File: config.mk
export PLATFORM = sky130hd
export DESIGN_NAME = series_accumulator
export DESIGN_NICKNAME = d
export VERILOG_FILES = /design/src/rtl/series_accumulator.sv
export SDC_FILE = /design/constraint.sdc
export NUM_CORES = 1
export LEC_CHECK = 0
export ABC_AREA = 1
export BUFFER_PORTS_ARGS = -buffer_cell sky130_fd_sc_hd__buf_2
export CORE_MARGIN = 3
export CORE_UTILIZATION = 50
export DETAILED_ROUTE_END_ITERATION = 8
export PLACE_DENSITY = 0.79
export SETUP_SLACK_MARGIN = 0.3
export SLEW_MARGIN = 20
export SYNTH_ARGS = -nofsm -noshare
export SYNTH_HDL_FRONTEND = slang
export SYNTH_SLANG_ARGS = --single-unit
File: constraint.sdc
create_clock -name clk -period 7.6 [get_ports clk]
set_clock_uncertainty 0.1 [all_clocks]
set_input_delay 1.14 -clock clk [delete_from_list [all_inputs] [get_ports clk]]
set_output_delay 1.14 -clock clk [all_outputs]
set_load 0.02 [all_outputs]
File: src/rtl/series_accumulator.sv
// Self-sequenced series accumulator: latches bound N and mode on start, then adds
// one term per clock (i or i*i for i = 1..N) with a saturating, sticky overflow.
//
// state  | meaning
// S_IDLE | waiting for start; dataOut/overflow hold the last job's result
// S_RUN  | one term added per edge, count walks 1..N
// S_DONE | single-cycle done pulse, result valid
module series_accumulator #(
  parameter int N_WIDTH   = 8,
  parameter int SUM_WIDTH = 16
) (
  input  logic                 clk,
  input  logic                 rst,
  input  logic                 start,
  input  logic                 mode,
  input  logic [N_WIDTH-1:0]   inBus,
  output logic                 busy,
  output logic                 done,
  output logic                 overflow,
  output logic [N_WIDTH-1:0]   count,
  output logic [SUM_WIDTH-1:0] dataOut
);

  localparam int PW = 2 * N_WIDTH;
  localparam int EW = ((SUM_WIDTH > PW) ? SUM_WIDTH : PW) + 1;

  typedef enum logic [1:0] {S_IDLE, S_RUN, S_DONE} state_t;

  state_t               state_q, state_d;
  logic [N_WIDTH-1:0]   n_q, n_d;
  logic                 mode_q, mode_d;
  logic [N_WIDTH-1:0]   count_q, count_d;
  logic [SUM_WIDTH-1:0] acc_q, acc_d;
  logic                 ovf_q, ovf_d;

  logic [PW-1:0]        prod;
  logic [EW-1:0]        term_ext;
  logic [EW-1:0]        sum_ext;
  logic                 sat;

  always_ff @(posedge clk or negedge rst) begin
    if (!rst) begin
      state_q <= S_IDLE;
      n_q     <= '0;
      mode_q  <= 1'b0;
      count_q <= '0;
      acc_q   <= '0;
      ovf_q   <= 1'b0;
    end else begin
      state_q <= state_d;
      n_q     <= n_d;
      mode_q  <= mode_d;
      count_q <= count_d;
      acc_q   <= acc_d;
      ovf_q   <= ovf_d;
    end
  end

  // Sum is formed one bit wider than either operand so any carry past SUM_WIDTH is seen.
  always_comb begin
    prod     = {{N_WIDTH{1'b0}}, count_q} * {{N_WIDTH{1'b0}}, count_q};
    term_ext = mode_q ? {{(EW-PW){1'b0}}, prod} : {{(EW-N_WIDTH){1'b0}}, count_q};
    sum_ext  = {{(EW-SUM_WIDTH){1'b0}}, acc_q} + term_ext;
    sat      = |sum_ext[EW-1:SUM_WIDTH];
  end

  always_comb begin
    state_d = state_q;
    n_d     = n_q;
    mode_d  = mode_q;
    count_d = count_q;
    acc_d   = acc_q;
    ovf_d   = ovf_q;
    case (state_q)
      S_IDLE: begin
        if (start) begin
          n_d     = inBus;
          mode_d  = mode;
          acc_d   = '0;
          ovf_d   = 1'b0;
          count_d = {{(N_WIDTH-1){1'b0}}, 1'b1};
          state_d = (inBus == '0) ? S_DONE : S_RUN;
        end
      end
      S_RUN: begin
        if (ovf_q || sat) begin
          acc_d = '1;
          ovf_d = 1'b1;
        end else begin
          acc_d = sum_ext[SUM_WIDTH-1:0];
        end
        // Terminate before incrementing so count never wraps at N = all ones.
        if (count_q == n_q) begin
          state_d = S_DONE;
        end else begin
          count_d = count_q + {{(N_WIDTH-1){1'b0}}, 1'b1};
        end
      end
      S_DONE: begin
        state_d = S_IDLE;
      end
      default: begin
        state_d = S_IDLE;
      end
    endcase
  end

  assign busy     = (state_q == S_RUN);
  assign done     = (state_q == S_DONE);
  assign overflow = ovf_q;
  assign count    = count_q;
  assign dataOut  = acc_q;

endmodule
## Yosys cells after proc, flatten, opt, wreduce, memory -nomap -nowiden

Index checks and enable logic that the tools add are counted.

- Register bits after elaboration: 36
- Bits in latches: 0
- Bits in writable memories: 0
- Bits in read-only memories: 0
- Output and inout port bits: 27
- Memories kept: 0

- Add/sub/neg operators: 2
- Multiply operators: 1
- Divide/modulo/power cells: 0
- Order comparisons: 0
- Equal/unequal tests: 7
- Shift-type cells: 0
- Multiplexer cells: 14
- Bitwise operators: 0
- Reduce and logical (&&, ||, !) cells: 9

Operators by type and width:

| cell | count |
|---|---|
| 16-bit 2-to-1 mux | 3 |
| 16-bit one-hot mux with 2 select lines | 1 |
| 16-bit by 16-bit adder with 17-bit output | 1 |
| 8-bit by 8-bit multiplier with 16-bit output | 1 |
| 8-bit 2-to-1 mux | 2 |
| 8-bit one-hot mux with 2 select lines | 1 |
| 8-bit by 1-bit adder with 8-bit output (second input constant) | 1 |
| 8-bit equality test | 1 |
| 8-bit logical NOT | 1 |
| 2-bit 2-to-1 mux | 3 |
| 2-bit AND reduction | 3 |
| 3-bit AND reduction | 2 |
| 2-bit by 1-bit != test with 1-bit output (second input constant) | 2 |
| 2-bit != test (second input constant) | 2 |
| 2-bit one-hot mux with 2 select lines | 1 |
| 2-bit by 1-bit equality test with 1-bit output (second input constant) | 1 |
| 2-bit equality test (second input constant) | 1 |
| 2-bit logical NOT | 1 |
| 1-bit 2-to-1 mux | 2 |
| 1-bit one-hot mux with 2 select lines | 1 |
| 2-bit nonzero test | 1 |
| 1-bit logical OR | 1 |

## Depth between registers and ports, before layout

- Word-level depth: 6
- Gate-level depth with buffers: 32

## Least setup slack after synthesis

Ideal clock, no wire load.

- Kind: register to register
- Start: reg count_q[7] (netlist: count[7])
- End: reg acc_q[15] (netlist: dataOut[15])
- Setup time: 0.117 ns
- Data arrival time: 5.070 ns
- Required time: 7.383 ns
- Path slack: 2.313 ns
- Cell stages (with the launch flop): 26
- Path buffers: 1
- Period minus slack after synthesis: 5.287 ns
- Path through: dfrtp_1 > clkbuf_1 > nand2_1 > inv_1 > fa_1 > fa_1 > inv_1 > fa_1 > fa_1 > inv_1 > ha_1 > inv_1 > o21ai_0 > a21oi_1 > o21ai_0 > nand2_1 > nand2_1 > nor2_1 > ha_1 > a21oi_2 > o21ai_0 > or2_1 > nand2_2 > nand3_1 > nand2_1 > nand2_1

- Cells in the longest elaborated chain, start to end: 6

Ends and longest elaborated chain:

| element | line | RTL |
|---|---|---|
| from (decl) | 32 | `logic [N_WIDTH-1:0] count_q, count_d;` |
| from (signal assigned) | 53 | `count_q <= count_d;` |
| 8-bit by 8-bit multiplier with 16-bit output | 61 | `prod = {{N_WIDTH{1'b0}}, count_q} * {{N_WIDTH{1'b0}}, count_q};` |
| 16-bit 2-to-1 mux (*) | 62 | `term_ext = mode_q ? {{(EW-PW){1'b0}}, prod} : {{(EW-N_WIDTH){1'b0}}, count_q};` |
| 16-bit by 16-bit adder with 17-bit output (*) | 63 | `sum_ext = {{(EW-SUM_WIDTH){1'b0}}, acc_q} + term_ext;` |
| 1-bit logical OR | 86 | `if (ovf_q \|\| sat) begin` |
| 16-bit 2-to-1 mux (*) | 86 |  |
| 16-bit one-hot mux with 2 select lines (*) | 74 | `case (state_q)` |
| to (signal assigned) | 47 | `acc_q <= '0;` |
| to (signal assigned) | 54 | `acc_q <= acc_d;` |
| to (decl) | 33 | `logic [SUM_WIDTH-1:0] acc_q, acc_d;` |

Mark *: on every way between the ends. The rest lies on a longest branch, timed or not.
A chain may end at the register's enable or synchronous reset.

## Worst setup path after layout

- Start: reg count_q[5] (netlist: count[5])
- End: reg acc_q[3] (netlist: dataOut[3])

- Cells in the longest elaborated chain, start to end: 6

Ends and longest elaborated chain:

| element | line |
|---|---|
| 8-bit by 8-bit multiplier with 16-bit output | 61 |
| 16-bit 2-to-1 mux (*) | 62 |
| 16-bit by 16-bit adder with 17-bit output (*) | 63 |
| 1-bit logical OR (*) | 86 |
| 16-bit 2-to-1 mux (*) | 86 |
| 16-bit one-hot mux with 2 select lines (*) | 74 |

Marked as above.

==> results.cfg <==
[grt]
grt_usage_pct = 21.9
antenna_found_initial = 0
grt_pass1_wl_mm = 18.4
grt_max_degree = 37
grt_pass1_vias = 4033
grt_remaining_overflow = 0

[floorplanning]
initial_core_util_pct = 52.1
dieArea_sq_um = 10400
die_h_microns = 102
io_pins = 39
core_area_sq_um = 8810
die_width_microns = 102
core.rowCount = 34

[cells_and_area]
diodes = 0
layout_common_cells = 214 x nand2_1, 136 x inv_1, 48 x ha_1, 40 x nor2_1, 38 x buf_2
finalNonFillerCells = 815
drive_above_1_share_pct = 10.0
fin_nets = 792
areaGrowthSynthToFinish_pct = 7.17
layout_commonest_cell = nand2_1

[detailed_routing]
num_vias = 4160
postRouteAntennaNets = 0
wl_mm = 10.9
dr.first_iter.drc_count = 161
met1_length_mm = 4.82
wl_met2_mm = 5.31
wl_met3_microns = 507
drc = 0
firstDrtPassIters = 6
post_drt_wl_per_cell_microns = 13.3
routed.top_layer = met4
via_per_inst = 5.10

[yosys]
syn_inst = 676
avgSynthCellArea_sq_um = 6.79
ys_top_cells_by_area = dfrtp_1 20%, nand2_1 17%, ha_1 13%
synth.net_count = 762
muxShareOfSynthArea_pct = 0
synthAdderAreaFrac_pct = 24.4
yosysSeqAreaShare_pct = 19.6
yosys.area_share.simple_pct = 28.8
synth.ff_latch_count = 36
yosys.cell_types.count = 32
synth-xor-area-share_pct = 5.15
synth_compound_gate_area_share_pct = 8.29
synth_top_area_share_pct = 19.6
syn_area_sq_um = 4590
synth_top_family_by_area = simple AND/OR/NAND/NOR gates
yosys_warnings = 0
yosysTopAreaCell = dfrtp_1

[critical_path]
cpMaxStageDelayCell = dfrtp_1
required_ps = 7680
critPathKind = reg -> reg
cp.arrival_ps = 5920
startpoint_type = flop
r2r_slack_ps = 1760
crit_buf_inv = 5
crit_path_max_fanout = 14
rr_endpoint = dataOut[3]
max_stage_delay_ps = 690
path_common_cell = nand2_1
cp_top_family = adder cells
worstSetupEndpointType = flop
reg2reg_from = count[5]
rr_worst_depth = 28

[worst_hold_path]
holdPathStages = 2
min-delay-start = n_q[0]
holdCritPathClass = reg -> reg
min_to = n_q[0]

[cts]
cts_buffers = 5
cts_sinks = 36
clk_root_buffer_cell = clkbuf_8
insertion_delay_ps = 290
cts_tree = built
cts_resized = 0
ctsLongestPathBuffers = 2
cts_max_level = 2
clk_pin_slew_ps = 80
hold_buffers = 0
cts_setup_buffers = 0

[placement]
dp_hpwl_mm = 8.88
dp_cells = 807
gp_congestion = 0.899
io_buffer_count = 38

[sta]
finalMaxSlewViolations = 0
fin_tns_setup_ps = 0
min_period_ps = 5840
hold_violations = 0
worst_pin_slew_ps = 853
rsz0062_at_grt = no
relSlewSlack_pct = 43.1
hold_ws_ps = 411
fmax_ghz = 0.171
finalSetupViolations = 0
fin_crit_sh_pct = 76.8

[power]
power.density_nw_per_um2 = 229
p_leak_nw = 3.01
peakVddDrop_v = 0.000246

[flow_run]
max-cap-violations = 0

[status]
status = complete, no violations
==> where the power goes <==
part / switching (mW) / total (mW) / internal, mW / leakage, nW
logic: 0.385 / 0.587 / 0.202 / 2.48
registers: 0.0977 / 0.363 / 0.265 / 0.475
clock network: 0.0773 / 0.175 / 0.0972 / 0.0541
==> worst max-delay path by stage <==
stage | start | end | slack, ps | cells past startpoint
floorplan | count[7] | dataOut[15] | 2310 | 25
finish | count[5] | dataOut[3] | 1760 | 28
global route | count[5] | dataOut[3] | 1320 | 28
CTS | count[5] | dataOut[3] | 1770 | 28
detailed placement | count[5] | dataOut[2] | 1800 | 28
global placement | count[5] | dataOut[2] | 1920 | 28
==> synth_stat cells <==
master and instances:
or2_2 1, nand2_2 5, buf_6 5, nand3_1 33, xor2_1 13, o21bai_1 3
inv_1 136, a21oi_1 19, buf_4 2, a31o_2 1, o21ai_1 17, ha_1 48
o21ai_2 6, or2_1 3, xnor2_1 14, o21ai_0 19, clkbuf_1 2, inv_2 3
nor2_2 4, nand2_1 214, and2_1 3, nor2_1 40, buf_1 1, dfrtp_1 36
a31oi_1 2, buf_2 5, fa_1 26, nand2_4 2, nand4_2 2, nand4_1 5
a21oi_2 1, nor3_1 5
==> routing by layer <==
layer  global-route usage, %  up-vias
met5                       0        -
met4                    6.05        0
met3                    2.94       29
met2                    36.5      111
met1                    30.1     1898
li1                        -     2122
==> final cells by class <==
class | count | area (sq um)
Clock buffer | 5 | 68.8
Clock inverter | 3 | 42.5
Sequential cell | 36 | 901
Tap cell | 108 | 135
Fill cell | 841 | 3890
Multi-Input combinational cell | 486 | 3060
Inverter | 139 | 522
Timing Repair Buffer | 38 | 190
==> worst reg2reg max path: cells and delay by family, from the launching register on <==
| kind | cells | cell delay, ps |
|---|---|---|
| buffers and inverters | 5 | 280 |
| adders and majority gates | 6 | 2830 |
| AOI/OAI and AO/OA | 2 | 420 |
| and+or+nand+nor | 15 | 1410 |
| DFF | 1 | 690 |
==> metrics by stage <==
stage          utilization (%)  setup slack, ps  cell area (sq um)  power (mW)
6_report                  55.9             1760               4920        1.12
5_1_grt                   55.9             1320               4920        1.22
4_1_cts                   55.9             1770               4920        1.13
3_5_place_dp              54.6             1800               4810       0.952
3_3_place_gp              54.6             1920               4810       0.938
2_1_floorplan                -             2310               4590       0.803
==> state kept, by name (all words and copies together) (netlist names) <==
signal    flops
state_q       2
n_q           8
mode_q        1
dataOut      16
overflow      1
count         8
==> cell families (layout without fill, tap and decap cells) <==
kind of cell | after synthesis | count (layout)
AND/OR/NAND/NOR | 317 | 317
buffers and inverters | 154 | 185
adder cells (fa/ha/maj) | 74 | 74
AO/OA/AOI/OAI | 68 | 68
flip-flops | 36 | 36
XOR/XNOR | 27 | 27
No activity file was read; power rests on OpenSTA's default activity.
